--- src/rtl/vga_fb_display.sv ---
// Pixel-fetch and colour-output stage behind a 640x480 VGA sync generator.
// Reads a double-buffered 320x240 RGB565 frame buffer through a 1-cycle
// synchronous RAM port, upscales 2x, drives 4-bit VGA colour and delays the
// syncs to stay aligned with the colour. Buffer swaps occur only at the start
// of vertical blanking so the picture never tears.
module vga_fb_display #(
  parameter int   c_img_cols     = 320,
  parameter int   c_img_rows     = 240,
  parameter int   c_line_visible = 480,
  parameter int   c_nb_pix_addr  = 17,
  parameter logic c_synch_act    = 1'b0
) (
  input  logic                     clk,
  input  logic                     rst,
  input  logic                     new_pxl,
  input  logic                     visible,
  input  logic                     hsync,
  input  logic                     vsync,
  input  logic [9:0]               col,
  input  logic [9:0]               row,
  input  logic                     wr_done,
  input  logic [15:0]              rd_data,
  output logic [c_nb_pix_addr:0]   rd_addr,
  output logic                     rd_en,
  output logic                     wr_buf,
  output logic                     swap,
  output logic [3:0]               vga_red,
  output logic [3:0]               vga_green,
  output logic [3:0]               vga_blue,
  output logic                     vga_hsync,
  output logic                     vga_vsync
);

  localparam logic [9:0] cols_w     = 10'(c_img_cols);
  localparam logic [9:0] rows_w     = 10'(c_img_rows);
  localparam logic [9:0] line_vis_w = 10'(c_line_visible);
  localparam logic [c_nb_pix_addr-1:0] cols_n = c_nb_pix_addr'(c_img_cols);

  // Source-image coordinates: every source pixel covers a 2x2 display block.
  logic [8:0] src_col;
  logic [8:0] src_row;
  assign src_col = col[9:1];
  assign src_row = row[9:1];

  logic [c_nb_pix_addr-1:0] col_ext;
  logic [c_nb_pix_addr-1:0] row_ext;
  assign col_ext = {{(c_nb_pix_addr-9){1'b0}}, src_col};
  assign row_ext = {{(c_nb_pix_addr-9){1'b0}}, src_row};

  // Linear index inside one buffer, wrapping at the index width.
  logic [c_nb_pix_addr-1:0] pix_idx;
  assign pix_idx = row_ext * cols_n + col_ext;

  logic in_img;
  assign in_img = visible
               && ({1'b0, src_col} < cols_w)
               && ({1'b0, src_row} < rows_w);

  // Start of vertical blanking: the only place the display buffer may flip.
  logic swap_pt;
  assign swap_pt = new_pxl && (row == line_vis_w) && (col == 10'd0);

  // The RGB565 LSBs are dropped when narrowing to 4 bits per channel, and the
  // pixel LSBs of col/row only select the duplicate within a 2x2 block.
  logic unused_bits;
  assign unused_bits = ^{rd_data[11], rd_data[6:5], rd_data[0], col[0], row[0]};

  logic disp_buf;
  logic pending;

  assign wr_buf = ~disp_buf;

  // Buffer control: latch frame-complete events and flip the display buffer at the swap point.
  always_ff @(posedge clk) begin
    if (!rst) begin
      disp_buf <= 1'b0;
      pending  <= 1'b0;
      swap     <= 1'b0;
    end else begin
      swap <= 1'b0;
      if (swap_pt && (pending || wr_done)) begin
        // A wr_done arriving with this swap is consumed by it.
        disp_buf <= ~disp_buf;
        pending  <= 1'b0;
        swap     <= 1'b1;
      end else if (wr_done) begin
        pending <= 1'b1;
      end
    end
  end

  // ---- stage p1: issue RAM read, capture syncs and image-valid flag ----
  logic vld_p1;
  logic hsync_p1;
  logic vsync_p1;

  // Stage 1: address generation and sync/valid delay, advancing on pixel strobes only.
  always_ff @(posedge clk) begin
    if (!rst) begin
      rd_addr  <= '0;
      rd_en    <= 1'b0;
      vld_p1   <= 1'b0;
      hsync_p1 <= ~c_synch_act;
      vsync_p1 <= ~c_synch_act;
    end else if (new_pxl) begin
      rd_addr  <= {disp_buf, pix_idx};
      rd_en    <= in_img;
      vld_p1   <= in_img;
      hsync_p1 <= hsync;
      vsync_p1 <= vsync;
    end
  end

  // ---- stage p2: RAM data returned, drive colour and aligned syncs ----
  // Stage 2: convert RGB565 to 4-bit channels, blank outside the image.
  always_ff @(posedge clk) begin
    if (!rst) begin
      vga_red   <= 4'd0;
      vga_green <= 4'd0;
      vga_blue  <= 4'd0;
      vga_hsync <= ~c_synch_act;
      vga_vsync <= ~c_synch_act;
    end else if (new_pxl) begin
      if (vld_p1) begin
        vga_red   <= rd_data[15:12];
        vga_green <= rd_data[10:7];
        vga_blue  <= rd_data[4:1];
      end else begin
        vga_red   <= 4'd0;
        vga_green <= 4'd0;
        vga_blue  <= 4'd0;
      end
      vga_hsync <= hsync_p1;
      vga_vsync <= vsync_p1;
    end
  end

endmodule
--- config.mk ---
export PLATFORM = sky130hd
export DESIGN_NAME = vga_fb_display
export DESIGN_NICKNAME = d
export VERILOG_FILES = /design/src/rtl/vga_fb_display.sv
export SDC_FILE = /design/constraint.sdc
export NUM_CORES = 1
export LEC_CHECK = 0
export CAP_MARGIN = 40
export CORE_UTILIZATION = 44
export CTS_BUF_LIST = sky130_fd_sc_hd__clkbuf_16
export CTS_CLUSTER_DIAMETER = 30
export CTS_CLUSTER_SIZE = 16
export DETAILED_ROUTE_END_ITERATION = 10
export PLACE_DENSITY_LB_ADDON = 0.2
export SYNTH_ARGS = -nofsm -noshare
export SYNTH_HDL_FRONTEND = slang
export SYNTH_SLANG_ARGS = --single-unit
export TNS_END_PERCENT = 50
--- constraint.sdc ---
create_clock -name clk -period 3.4 [get_ports clk]
set_input_delay 0.34 -clock clk [delete_from_list [all_inputs] [get_ports clk]]
set_output_delay 0.34 -clock clk [all_outputs]
set_load 0.02 [all_outputs]
==> impl_metrics.json <==
{
  "synth_compound_area_share_pct": 15.4,
  "cts.sinks": 38,
  "async_flop_share_pct": 0,
  "cts_root_buf": "clkbuf_16",
  "r2r_setup_slack_ps": 2110,
  "areaGrowthSynthToFinish_pct": 48.2,
  "post-route-period-util_pct": 86.3,
  "crit_path_start": "row[2]",
  "antenna_cells": 0,
  "dieHeight_um": 69.8,
  "finalHoldViolations": 0,
  "synth_cells": 218,
  "overflow": 0,
  "nets": 355,
  "ys_types": 44,
  "finalSetupTns_ps": 0,
  "netlist_area_um2": 2020,
  "arrival_ps": 3110,
  "hold_ws_ps": 472,
  "hold_buffers": 0,
  "synth_xor_xnor_area_share_pct": 5.56,
  "cts_buffers": 5,
  "synth_top_family_by_area": "simple AND/OR/NAND/NOR gates",
  "synth.avg_cell_area_um2": 9.29,
  "rsz0062_at_grt": "false",
  "fmax_ghz": 0.341,
  "grt_max_degree": 29,
  "critPathMostFrequentCell": "ha_1",
  "rows": 24,
  "synth_area_leaders": "dfxtp_1 38%, ha_1 11%, nor2_1 7.2%",
  "finClkSkew_ps": 3.62,
  "cts_buffer_depth": 2,
  "cts_resized": 0,
  "die_area_um2": 4880,
  "path_class": "in -> reg",
  "critPathLaunchType": "input pin",
  "p_leak_nw": 1.22,
  "required_ps": 3570,
  "ff2ff_path_depth": 4,
  "vias_per_cell": 5.28,
  "fp.dieW_um": 69.8,
  "rr_startpoint": "pending$_SDFFE_PP0P_",
  "hold_path_class": "reg -> reg",
  "crit_end": "rd_addr[14]$_SDFFE_PN0P_",
  "coreArea_um2": 4380,
  "synth.top_cell.area_share_pct": 37.6,
  "start_util_pct": 46.2,
  "grt_pass1_wl_um": 8070,
  "ys_seq_area_share_pct": 37.6,
  "dr.first_iter.drc_count": 56,
  "irDropWorstVdd_v": 0.000284,
  "cts_tree": "built",
  "routabilityCongestion": 0.750,
  "place_inst": 338,
  "yosys_register_bits": 38,
  "synth_nets": 280,
  "path_cells": "clkdlybuf4s50_1 -> ha_1 -> ha_1 -> fa_1 -> a211oi_1 -> nor2_1 -> xor2_1 -> nand2_1 -> xnor2_1 -> o211a_1",
  "yosys_warnings": 0,
  "synthFlopType": "dfxtp_1",
  "worst_path_max_delay_cell": "clkdlybuf4s50_1",
  "drt-total-wl_um": 4700,
  "r2r_end": "disp_buf$_SDFFE_PN0P_",
  "drtAntennaViolNets": 0,
  "synth_common_cells": "39 x nor2_1, 38 x dfxtp_1, 17 x ha_1",
  "post_cts.repair.setup_buffers": 0,
  "synth-simple-area-share_pct": 18.8,
  "synthAdderAreaFrac_pct": 12.5,
  "stdcell_count": 346,
  "status": "finished clean",
  "drtPass1Iterations": 4,
  "max_stage_delay_ps": 450,
  "io_pins": 78,
  "finalSetupViolations": 0,
  "drive_gt1_share_pct": 6.80,
  "maxSlewViolCount": 0,
  "p_per_area_nw_per_um2": 442,
  "busiest_layer": "met2",
  "cts-htree-levels": 2,
  "worst_pin_slew_ps": 442,
  "cap_violations": 0,
  "yosysTopAreaCell": "dfxtp_1",
  "place_hpwl_um": 3580,
  "io_buffer_count": 73,
  "wire_per_inst_um": 13.6,
  "use_met2_pct": 32.1,
  "slew_headroom_pct": 70.4,
  "met3_usage_pct": 5.52,
  "synth-edff-count": 0,
  "min_period_ps": 2930,
  "drc": 0,
  "clk_pin_slew_ps": 60,
  "antenna_found_initial": 0,
  "yosysMostFrequentCell": "nor2_1",
  "met1_usage_pct": 27.2,
  "dr_total_vias": 1827,
  "muxShareOfSynthArea_pct": 6.92,
  "grt_pass1_vias": 1785,
  "track_usage_pct": 20.5,
  "worst-path-max-fanout": 4,
  "insertion_delay_ps": 270,
  "endpoint_kind": "register"
}
-- report_power, final --
group	internal [mW]	switching [mW]	total [mW]
logic	0.168	0.167	0.335
clock network	0.340	0.170	0.510
registers	0.470	0.0122	0.482
total	0.978	0.349	1.33
-- cell type report --
type	instances	area, um2
flip-flops and latches	38	761
repair buffers	78	788
clock buffers	5	125
well taps	52	65.1
multi-input cells	163	1200
inverters	7	26.3
clock inverters	3	37.5
fillers	360	1380
-- stage by stage --
step / setup WS [ps] / area, um2 / util [%] / power [mW]
CTS: 472 / 3000 / 68.4 / 1.34
detailed placement: 180 / 2840 / 64.7 / 0.825
floorplan: 906 / 2020 / - / 0.692
global placement: 243 / 2810 / 64.1 / 0.815
finish: 465 / 3000 / 68.4 / 1.33
global route: 320 / 3000 / 68.4 / 1.39
-- layer usage --
| layer | wire (um) | share of wire, % |
|---|---|---|
| met5 | 0 | 0 |
| met4 | 72 | 1.5 |
| met3 | 286 | 6.1 |
| met2 | 2080 | 44 |
| met1 | 2270 | 48 |
-- cells in the final DEF (no fill, tap or decap), types with 5 or more instances in the layout --
cell             instances
nand2_1                  9
clkdlybuf4s50_1         73
xnor2_1                  5
a211oi_1                 6
clkbuf_16                5
dfxtp_1                 38
mux2i_1                 14
nor2_1                  39
ha_1                    17
inv_1                    8
a21oi_1                  6
a22oi_1                 12
o21ai_0                  7
xor2_1                   6
-- critical path, delay by kind of cell --
kind	cells	cell delay [ps]
fa+ha+maj	3	1010
xor+xnor	2	480
simple gates	2	240
compound gates	2	580
buf+inv	1	450
-- registers in the layout, summed over array words and instances, names as in the netlist --
register   count
disp_buf       1
hsync_p1       1
pending        1
rd_addr       18
swap           1
vga_blue       4
vga_green      4
vga_hsync      1
vga_red        4
vga_vsync      1
vld_p1         1
vsync_p1       1
-- cells by family (layout without fill, tap and decap cells) --
| group | count (synthesis) | after routing |
|---|---|---|
| buffers and inverters | 17 | 93 |
| adder cells (fa/ha/maj) | 19 | 19 |
| flip-flops | 38 | 38 |
| multiplexers | 14 | 14 |
| AO/OA/AOI/OAI | 43 | 43 |
| XOR/XNOR | 12 | 12 |
| AND/OR/NAND/NOR | 75 | 75 |
-- worst min-delay path by stage --
stage / from / endpoint / cells past startpoint
6_report: vga_hsync$_SDFFE_PN1P_ / vga_hsync$_SDFFE_PN1P_ / 2
5_1_grt: vga_hsync$_SDFFE_PN1P_ / vga_hsync$_SDFFE_PN1P_ / 2
4_1_cts: vga_hsync$_SDFFE_PN1P_ / vga_hsync$_SDFFE_PN1P_ / 2
3_5_place_dp: vga_hsync$_SDFFE_PN1P_ / vga_hsync$_SDFFE_PN1P_ / 2
3_3_place_gp: vga_vsync$_SDFFE_PN1P_ / vga_vsync$_SDFFE_PN1P_ / 2
2_1_floorplan: hsync_p1$_SDFFE_PN1P_ / hsync_p1$_SDFFE_PN1P_ / 2
Power figures use the tool's default switching activity.
